### config.mk
export PLATFORM = sky130hd
export DESIGN_NAME = multi_cycle_controller
export DESIGN_NICKNAME = d
export VERILOG_FILES = /design/src/rtl/multi_cycle_controller_pkg.sv /design/src/rtl/multi_cycle_controller_alu_decoder.sv /design/src/rtl/multi_cycle_controller.sv
export SDC_FILE = /design/constraint.sdc
export NUM_CORES = 1
export LEC_CHECK = 0
export CAP_MARGIN = 10
export CORE_MARGIN = 10
export CORE_UTILIZATION = 40
export DETAILED_ROUTE_END_ITERATION = 10
export PLACE_DENSITY = 0.91
export SETUP_SLACK_MARGIN = 0.2
export SLEW_MARGIN = 20
export SYNTH_ARGS = -nofsm -noshare
export SYNTH_HDL_FRONTEND = slang
export SYNTH_SLANG_ARGS = --single-unit
export TNS_END_PERCENT = 5
### constraint.sdc
create_clock -name clk -period 1.76 [get_ports clk]
set_input_delay 0.176 -clock clk [delete_from_list [all_inputs] [get_ports clk]]
set_output_delay 0.176 -clock clk [all_outputs]
set_load 0.1 [all_outputs]
### src/rtl/multi_cycle_controller_pkg.sv
// rtl/multi_cycle_controller_pkg.sv - shared encodings for the multi-cycle RV32I controller
package multi_cycle_controller_pkg;

    // Opcodes recognised by the decoder
    localparam logic [6:0] R_T    = 7'b0110011;
    localparam logic [6:0] I_T    = 7'b0010011;
    localparam logic [6:0] LW_T   = 7'b0000011;
    localparam logic [6:0] S_T    = 7'b0100011;
    localparam logic [6:0] B_T    = 7'b1100011;
    localparam logic [6:0] J_T    = 7'b1101111;
    localparam logic [6:0] JALR_T = 7'b1100111;
    localparam logic [6:0] U_T    = 7'b0110111;

    // ALU operation codes
    localparam logic [2:0] ALU_ADD = 3'b000;
    localparam logic [2:0] ALU_SUB = 3'b001;
    localparam logic [2:0] ALU_AND = 3'b010;
    localparam logic [2:0] ALU_OR  = 3'b011;
    localparam logic [2:0] ALU_XOR = 3'b100;
    localparam logic [2:0] ALU_SLT = 3'b101;

    // Immediate formats
    localparam logic [2:0] IMM_I = 3'b000;
    localparam logic [2:0] IMM_S = 3'b001;
    localparam logic [2:0] IMM_B = 3'b010;
    localparam logic [2:0] IMM_J = 3'b011;
    localparam logic [2:0] IMM_U = 3'b100;

    // Result and ALU operand selects
    localparam logic [1:0] RES_ALUOUT    = 2'b00;
    localparam logic [1:0] RES_DATA      = 2'b01;
    localparam logic [1:0] RES_ALURESULT = 2'b10;
    localparam logic [1:0] RES_IMM       = 2'b11;
    localparam logic [1:0] SRCA_PC       = 2'b00;
    localparam logic [1:0] SRCA_OLDPC    = 2'b01;
    localparam logic [1:0] SRCA_RS1      = 2'b10;
    localparam logic [1:0] SRCB_RS2      = 2'b00;
    localparam logic [1:0] SRCB_IMM      = 2'b01;
    localparam logic [1:0] SRCB_FOUR     = 2'b10;

    // FSM state encoding
    typedef logic [3:0] state_t;
    localparam state_t S_FETCH    = 4'd0;
    localparam state_t S_DECODE   = 4'd1;
    localparam state_t S_MEMADR   = 4'd2;
    localparam state_t S_MEMREAD  = 4'd3;
    localparam state_t S_MEMWB    = 4'd4;
    localparam state_t S_MEMWRITE = 4'd5;
    localparam state_t S_EXECR    = 4'd6;
    localparam state_t S_EXECI    = 4'd7;
    localparam state_t S_ALUWB    = 4'd8;
    localparam state_t S_BRANCH   = 4'd9;
    localparam state_t S_JAL      = 4'd10;
    localparam state_t S_JALR     = 4'd11;
    localparam state_t S_JALWB    = 4'd12;
    localparam state_t S_LUI      = 4'd13;
    localparam state_t S_ERROR    = 4'd14;

    // Branch condition from ALU flags; unsigned compares are not supported and never taken
    function automatic logic branch_taken(input logic [2:0] funct3, input logic zero, input logic lt);
        case (funct3)
            3'b000:  return zero;
            3'b001:  return ~zero;
            3'b100:  return lt;
            3'b101:  return ~lt;
            default: return 1'b0;
        endcase
    endfunction

endpackage

### src/rtl/multi_cycle_controller_alu_decoder.sv
// rtl/multi_cycle_controller_alu_decoder.sv - ALU operation select from opcode/funct fields
module alu_decoder
    import multi_cycle_controller_pkg::*;
(
    input  logic [6:0] op,
    input  logic [2:0] funct3,
    input  logic [6:0] funct7,
    output logic [2:0] alu_control
);

    // Only funct7[5] distinguishes SUB from ADD; the rest is immediate or reserved
    logic unused_funct7;
    assign unused_funct7 = ^{funct7[6], funct7[4:0]};

    // Branches compare by subtraction (eq/ne) or set-less-than (lt/ge); ALU ops by funct3
    always_comb begin
        alu_control = ALU_ADD;
        if (op == B_T) begin
            alu_control = funct3[2] ? ALU_SLT : ALU_SUB;
        end else if (op == R_T || op == I_T) begin
            case (funct3)
                3'b000:  alu_control = (op == R_T && funct7[5]) ? ALU_SUB : ALU_ADD;
                3'b010:  alu_control = ALU_SLT;
                3'b100:  alu_control = ALU_XOR;
                3'b110:  alu_control = ALU_OR;
                3'b111:  alu_control = ALU_AND;
                default: alu_control = ALU_ADD;
            endcase
        end
    end

endmodule

### src/rtl/multi_cycle_controller.sv
// rtl/multi_cycle_controller.sv - main FSM sequencer of the multi-cycle RV32I core
module multi_cycle_controller
    import multi_cycle_controller_pkg::*;
#(
    parameter logic MEM_HANDSHAKE = 1'b1
) (
    input  logic       clk,
    input  logic       rst,
    input  logic [6:0] op,
    input  logic [2:0] funct3,
    input  logic [6:0] funct7,
    input  logic       Zero,
    input  logic       ALUlt,
    input  logic       mem_ready,
    output logic       PCWrite,
    output logic       AdrSrc,
    output logic       MemRead,
    output logic       MemWrite,
    output logic       IRWrite,
    output logic       RegWrite,
    output logic [1:0] ResultSrc,
    output logic [1:0] ALUSrcA,
    output logic [1:0] ALUSrcB,
    output logic [2:0] ImmSrc,
    output logic [2:0] ALUControl,
    output logic       Illegal,
    output logic [3:0] State
);

    state_t     state;
    state_t     state_next;
    logic       ready;
    logic [2:0] dec_alu;

    assign ready = MEM_HANDSHAKE ? mem_ready : 1'b1;
    assign State = state;

    alu_decoder u_alu_decoder (
        .op          (op),
        .funct3      (funct3),
        .funct7      (funct7),
        .alu_control (dec_alu)
    );

    // State register; reset returns to FETCH immediately
    always_ff @(posedge clk or posedge rst) begin
        if (rst) state <= S_FETCH;
        else     state <= state_next;
    end

    // Next state and per-state datapath controls; everything forced low while rst is high
    always_comb begin
        state_next = state;
        PCWrite    = 1'b0;
        AdrSrc     = 1'b0;
        MemRead    = 1'b0;
        MemWrite   = 1'b0;
        IRWrite    = 1'b0;
        RegWrite   = 1'b0;
        ResultSrc  = RES_ALUOUT;
        ALUSrcA    = SRCA_PC;
        ALUSrcB    = SRCB_RS2;
        ImmSrc     = IMM_I;
        ALUControl = ALU_ADD;
        Illegal    = 1'b0;
        case (state)
            S_FETCH: begin
                MemRead   = 1'b1;
                ALUSrcB   = SRCB_FOUR;
                ResultSrc = RES_ALURESULT;
                if (ready) begin
                    IRWrite    = 1'b1;
                    PCWrite    = 1'b1;
                    state_next = S_DECODE;
                end
            end
            S_DECODE: begin
                ALUSrcA = SRCA_OLDPC;
                ALUSrcB = SRCB_IMM;
                ImmSrc  = IMM_B;
                case (op)
                    LW_T, S_T: state_next = S_MEMADR;
                    R_T:       state_next = S_EXECR;
                    I_T:       state_next = S_EXECI;
                    B_T:       state_next = S_BRANCH;
                    J_T:       state_next = S_JAL;
                    JALR_T:    state_next = S_JALR;
                    U_T:       state_next = S_LUI;
                    default:   state_next = S_ERROR;
                endcase
            end
            S_MEMADR: begin
                ALUSrcA = SRCA_RS1;
                ALUSrcB = SRCB_IMM;
                if (op == S_T) begin
                    ImmSrc     = IMM_S;
                    state_next = S_MEMWRITE;
                end else begin
                    ImmSrc     = IMM_I;
                    state_next = S_MEMREAD;
                end
            end
            S_MEMREAD: begin
                AdrSrc  = 1'b1;
                MemRead = 1'b1;
                if (ready) state_next = S_MEMWB;
            end
            S_MEMWB: begin
                ResultSrc  = RES_DATA;
                RegWrite   = 1'b1;
                state_next = S_FETCH;
            end
            S_MEMWRITE: begin
                AdrSrc   = 1'b1;
                MemWrite = 1'b1;
                if (ready) state_next = S_FETCH;
            end
            S_EXECR: begin
                ALUSrcA    = SRCA_RS1;
                ALUSrcB    = SRCB_RS2;
                ALUControl = dec_alu;
                state_next = S_ALUWB;
            end
            S_EXECI: begin
                ALUSrcA    = SRCA_RS1;
                ALUSrcB    = SRCB_IMM;
                ImmSrc     = IMM_I;
                ALUControl = dec_alu;
                state_next = S_ALUWB;
            end
            S_ALUWB: begin
                ResultSrc  = RES_ALUOUT;
                RegWrite   = 1'b1;
                state_next = S_FETCH;
            end
            S_BRANCH: begin
                ALUSrcA    = SRCA_RS1;
                ALUSrcB    = SRCB_RS2;
                ResultSrc  = RES_ALUOUT;
                ALUControl = dec_alu;
                PCWrite    = branch_taken(funct3, Zero, ALUlt);
                state_next = S_FETCH;
            end
            S_JAL: begin
                ALUSrcA    = SRCA_OLDPC;
                ALUSrcB    = SRCB_FOUR;
                ResultSrc  = RES_ALUOUT;
                PCWrite    = 1'b1;
                state_next = S_ALUWB;
            end
            S_JALR: begin
                ALUSrcA    = SRCA_RS1;
                ALUSrcB    = SRCB_IMM;
                ImmSrc     = IMM_I;
                ResultSrc  = RES_ALURESULT;
                PCWrite    = 1'b1;
                state_next = S_JALWB;
            end
            S_JALWB: begin
                ALUSrcA    = SRCA_OLDPC;
                ALUSrcB    = SRCB_FOUR;
                ResultSrc  = RES_ALURESULT;
                RegWrite   = 1'b1;
                state_next = S_FETCH;
            end
            S_LUI: begin
                ImmSrc     = IMM_U;
                ResultSrc  = RES_IMM;
                RegWrite   = 1'b1;
                state_next = S_FETCH;
            end
            S_ERROR: begin
                Illegal = 1'b1;
            end
            default: state_next = S_FETCH;
        endcase
        if (rst) begin
            state_next = S_FETCH;
            PCWrite    = 1'b0;
            AdrSrc     = 1'b0;
            MemRead    = 1'b0;
            MemWrite   = 1'b0;
            IRWrite    = 1'b0;
            RegWrite   = 1'b0;
            ResultSrc  = 2'b00;
            ALUSrcA    = 2'b00;
            ALUSrcB    = 2'b00;
            ImmSrc     = 3'b000;
            ALUControl = 3'b000;
            Illegal    = 1'b0;
        end
    end

endmodule

==> impl_metrics.py, run 1 <==
metrics = {
    "status": {
        "status": "aborted with a tool error",
        "haltStage": "4_1_cts",
        "tool.error": "[ERROR DPL-0033] detailed placement checks failed during check placement.",
    },
    "floorplan": {
        "ios": 45,
        "fp.dieW_um": 66.90,
        "initial_utilization_pct": 43.50,
        "rows": 16,
        "die_h_um": 66.90,
    },
    "yosys": {
        "synth_edf_count": 0,
        "synth_area_um2": 879.6,
        "syn-num-nets": 138,
        "synthCells": 116,
        "synthArstFlopShare_pct": 100.0,
        "synth_seq_area_share_pct": 11.38,
        "synth.distinct_cells": 54,
        "ys_ff_latch": 4,
        "synth_area_per_cell_um2": 7.583,
        "yosys_warnings": 0,
        "synthFlopType": "dfrtp_1",
    },
    "clocking": {
        "postCtsHoldBufs": 0,
        "clockRootBuffer": "clkbuf_4",
        "post_cts_buffers": 2,
        "cts.htree.levels": 1,
        "cts_made_buffers": 3,
        "clock_path_buffers": 2,
        "cts_sinks": 4,
        "post_cts_resized": 24,
    },
    "place": {
        "dp_hpwl_um": 3385,
        "gp_congestion": 0.9136,
        "portBuffers": 38,
    },
}
==> synth_stat cells (2+ instances only) <==
cell type / instances / share of area (%)
nand3_1: 3 / 1.7
dfrtp_1: 4 / 11
and2b_2: 2 / 2.0
nor2_1: 8 / 3.4
a21oi_1: 3 / 1.7
xor2_1: 4 / 4.0
or3_1: 2 / 1.4
nand2_1: 6 / 2.6
inv_1: 4 / 1.7
nand2b_1: 4 / 2.8
nand4b_1: 2 / 2.0
clkinv_1: 2 / 0.85
o31ai_1: 3 / 2.6
and3b_1: 3 / 3.0
o21ai_0: 6 / 3.4
o21bai_1: 2 / 1.7
nor2b_1: 5 / 3.6
buf_2: 3 / 1.7
a31oi_1: 2 / 1.4
a22oi_1: 2 / 1.7
nor4_1: 3 / 2.1
nor3_1: 8 / 4.6
mux2i_1: 4 / 4.6
==> cell families after synthesis <==
kind of cell	Yosys count	synth area share [%]
compound gates	31	26.60
xor+xnor	4	3.983
flops	4	11.38
buf+inv	14	9.245
simple gates	58	42.96
mux	5	5.832
==> metrics by stage <==
| step | utilization [%] | instances | area [µm²] | setup WS [ns] | setup TNS (ns) |
|---|---|---|---|---|---|
| after floorplan | - | 116 | 1039 | -0.5890 | -7.855 |
| after detailed placement | 92.14 | 204 | 1863 | -0.2729 | -1.176 |
| after global placement | 92.14 | 204 | 1863 | -0.1450 | -0.4737 |
==> inputs of run 2 (changes only) <==
CORE_AREA = 10 10 71 73   (was not set)
CORE_MARGIN = not set   (was 10)
CORE_UTILIZATION = not set   (was 40)
DIE_AREA = 0 0 81 83   (was not set)
PLACE_DENSITY = not set   (was 0.91)
PLACE_DENSITY_LB_ADDON = 0.15   (was not set)
SETUP_SLACK_MARGIN = not set   (was 0.2)
==> run 2 against run 1 <==
Against the previous run: synthesized cell count unchanged; synthesized area is the same; the flow now finishes, with violations (setup timing).
==> impl_metrics.py, run 2 <==
metrics = {
    "status": {
        "status": "complete, but fails checks",
        "violations": "setup timing",
    },
    "clocking": {
        "cts_tree": "built",
        "clockRootBuffer": "clkbuf_8",
        "clkLatencyLatePin_ns": 0.22,
        "clk_pin_slew_worst_paths_ns": 0.03,
        "cts_made_buffers": 3,
        "clock_path_buffers": 2,
        "cts.htree.levels": 1,
        "cts_sinks": 4,
    },
    "yosys": {
        "synthTopCellsByArea": "dfrtp_1 (11%), mux2i_1 (4.6%), nor3_1 (4.6%), xor2_1 (4.0%), nor2b_1 (3.6%)",
        "synth_edf_count": 0,
        "synth_area_per_cell_um2": 7.583,
        "yosys_warnings": 0,
        "synth_seq_area_share_pct": 11.38,
        "synth_compound_area_share_pct": 26.60,
        "synthCells": 116,
        "synth_largest_area_cell": "dfrtp_1",
        "syn-num-nets": 138,
        "ys_ff_latch": 4,
        "synth_area_um2": 879.6,
        "synthSimpleGateAreaFrac_pct": 42.96,
        "synth_top_area_share_pct": 11.38,
        "synthMuxAreaShare_pct": 5.832,
        "synthXorXnorAreaFrac_pct": 3.983,
        "synth.top_cells.by_count": "nor2_1 (8), nor3_1 (8), nand2_1 (6), o21ai_0 (6), nor2b_1 (5)",
        "synth_top_family_by_area": "simple AND/OR/NAND/NOR gates",
        "synthAdderAreaFrac_pct": 0,
        "synthFlopType": "dfrtp_1",
        "synth.distinct_cells": 54,
        "synthArstFlopShare_pct": 100.0,
    },
    "timing": {
        "fin_crit_sh_pct": 111.9,
        "fin_crit_ns": 1.970,
        "setup_viol": 15,
        "clock.fmax_mhz": 507.7,
        "rsz0062_at_grt": "true",
        "fin_skew_ns": 0.003410,
        "fin_ws_ns": -0.2097,
        "slew_headroom_pct": 76.73,
        "slew_viol_final": 0,
        "finalHoldViolations": 0,
        "worst_pin_slew_ns": 0.3447,
    },
    "critical_path": {
        "startpoint_type": "register",
        "critical_path.max_fanout": 6,
        "timing_worst_setup_path_type": "register to primary output",
        "critPathSlowestCell": "or4b_4",
        "path_buf_inv": 1,
        "cp.required_ns": 1.58,
        "cp_top_family": "simple AND/OR/NAND/NOR gates",
        "critPathCaptureType": "primary output",
        "critical_path_arrival_ns": 1.79,
        "rr_worst_depth": 6,
        "slowest_delay_ns": 0.54,
        "cp.depth": 4,
        "crit_chain": "or4b_4 > nor4_4 > and2_4 > buf_12",
    },
    "floorplan": {
        "initial_utilization_pct": 24.21,
        "rows": 22,
        "die_h_um": 83,
        "ios": 45,
        "core_mm2": 0.003633,
        "dieArea_mm2": 0.006723,
        "fp.dieW_um": 81,
    },
    "cells_and_area": {
        "final_cell_mix": "buf_4 (30), buf_12 (26), clkdlybuf4s50_1 (13)",
        "final_core_util_pct": 57.95,
        "fillerInstances": 341,
        "multi_input_area_um2": 915.9,
        "largest_register_ffs": 4,
        "syn2layout_area_growth_pct": 139.4,
        "diodes": 0,
        "drive_gt1_share_pct": 60.22,
        "nNetsFinal": 210,
        "layout_commonest_cell": "buf_4",
        "register_area_um2": 115.1,
    },
    "route": {
        "remaining_drc_errors": 0,
        "ant_nets": 0,
        "vias_per_cell": 5.132,
        "first_iter_violations": 92,
        "routed_wl_um": 3679,
        "wl_per_cell_um": 15.72,
        "drtPass1Iterations": 4,
        "via_count": 1201,
    },
    "power_and_ir_drop": {
        "powerDensity_mw_per_mm2": 643.0,
        "p_leak_uw": 0.0008434,
        "max-vdd-ir-drop_v": 0.0004585,
        "total_power_uw": 1354,
    },
    "grt": {
        "grtUsageTotal_pct": 10.99,
        "antenna_found_initial": 0,
        "grt_pass1_vias": 1304,
        "grt_max_degree": 18,
        "grt_pass1_wl_um": 6196,
        "overflow": 0,
    },
    "place": {
        "gp_congestion": 0.8617,
        "portBuffers": 38,
        "dp_hpwl_um": 2885,
        "dp_slack_ns": -0.2205,
    },
    "job": {
        "maxCapViolations": 0,
    },
    "worst_hold_path": {
        "hp-class": "input port to async pin",
    },
}
## run 2: cell counts after synthesis
Identical to the previous run, type by type.
## run 2: final timing paths
path,start,end,slack [ns]
max,State[0],ImmSrc[0],-0.21
min,rst,State[3],0.38
max reg2reg,State[3],State[2],0.10
min reg2reg,State[3],State[0],0.76
max in group asynchronous,rst,State[2],1.21
min in group clk,op[0],State[2],0.47
## run 2: routing by layer
layer	up-vias	part of all wire, %	global-route usage [%]
li1	583	-	-
met1	577	43	13.26
met2	36	49	18.01
met3	5	6.5	3.664
met4	0	1.0	2.660
met5	-	0	0
## run 2: worst min-delay path, cell delays in order
cell             delay (ns)
clkdlybuf4s50_1        0.48
clkinv_1               0.10
buf_4                  0.19
## run 2: cell type report
cell class	instances	share of cell area, %
sequential	4	5.466
clock buffer	3	1.961
tap	48	2.852
inverter	6	1.307
multi-input combinational	98	43.49
timing repair buffer	75	44.92
## run 2: report_power, final
group | internal (µW) | total [µW] | switching, µW
Clock | 146 | 199 | 53.2
Combinational | 418 | 1020 | 605
Sequential | 109 | 132 | 22.4
Total | 673 | 1350 | 681
## run 2: per-stage QoR
stage / hold slack, ns / cell area [µm²] / cells / setup TNS [ns]
floorplan: -0.03761 / 1039 / 116 / -7.855
global placement: 0.5961 / 1939 / 230 / -0.4963
detailed placement: 0.6039 / 1939 / 230 / -0.6935
CTS: 0.3824 / 2033 / 233 / -1.312
global route: 0.4382 / 2106 / 234 / -2.144
finish: 0.3846 / 2106 / 234 / -1.071
## run 2: kinds of logic (layout without fill, tap and decap cells)
group                  count (synthesis)  after routing
XOR/XNOR                               4              4
AO/OA/AOI/OAI                         31             31
multiplexers                           5              5
flip-flops                             4              4
AND/OR/NAND/NOR                       58             58
buffers and inverters                 14             84
## run 2: timing repair
action                                  4_1_cts  5_1_grt
endpoints found under the setup margin       17       18
gates resized for setup                      19       13
hold buffers                                  0        0
setup buffers                                 0        1
pin swaps                                     3        4
(Power assumes the default switching activity.)
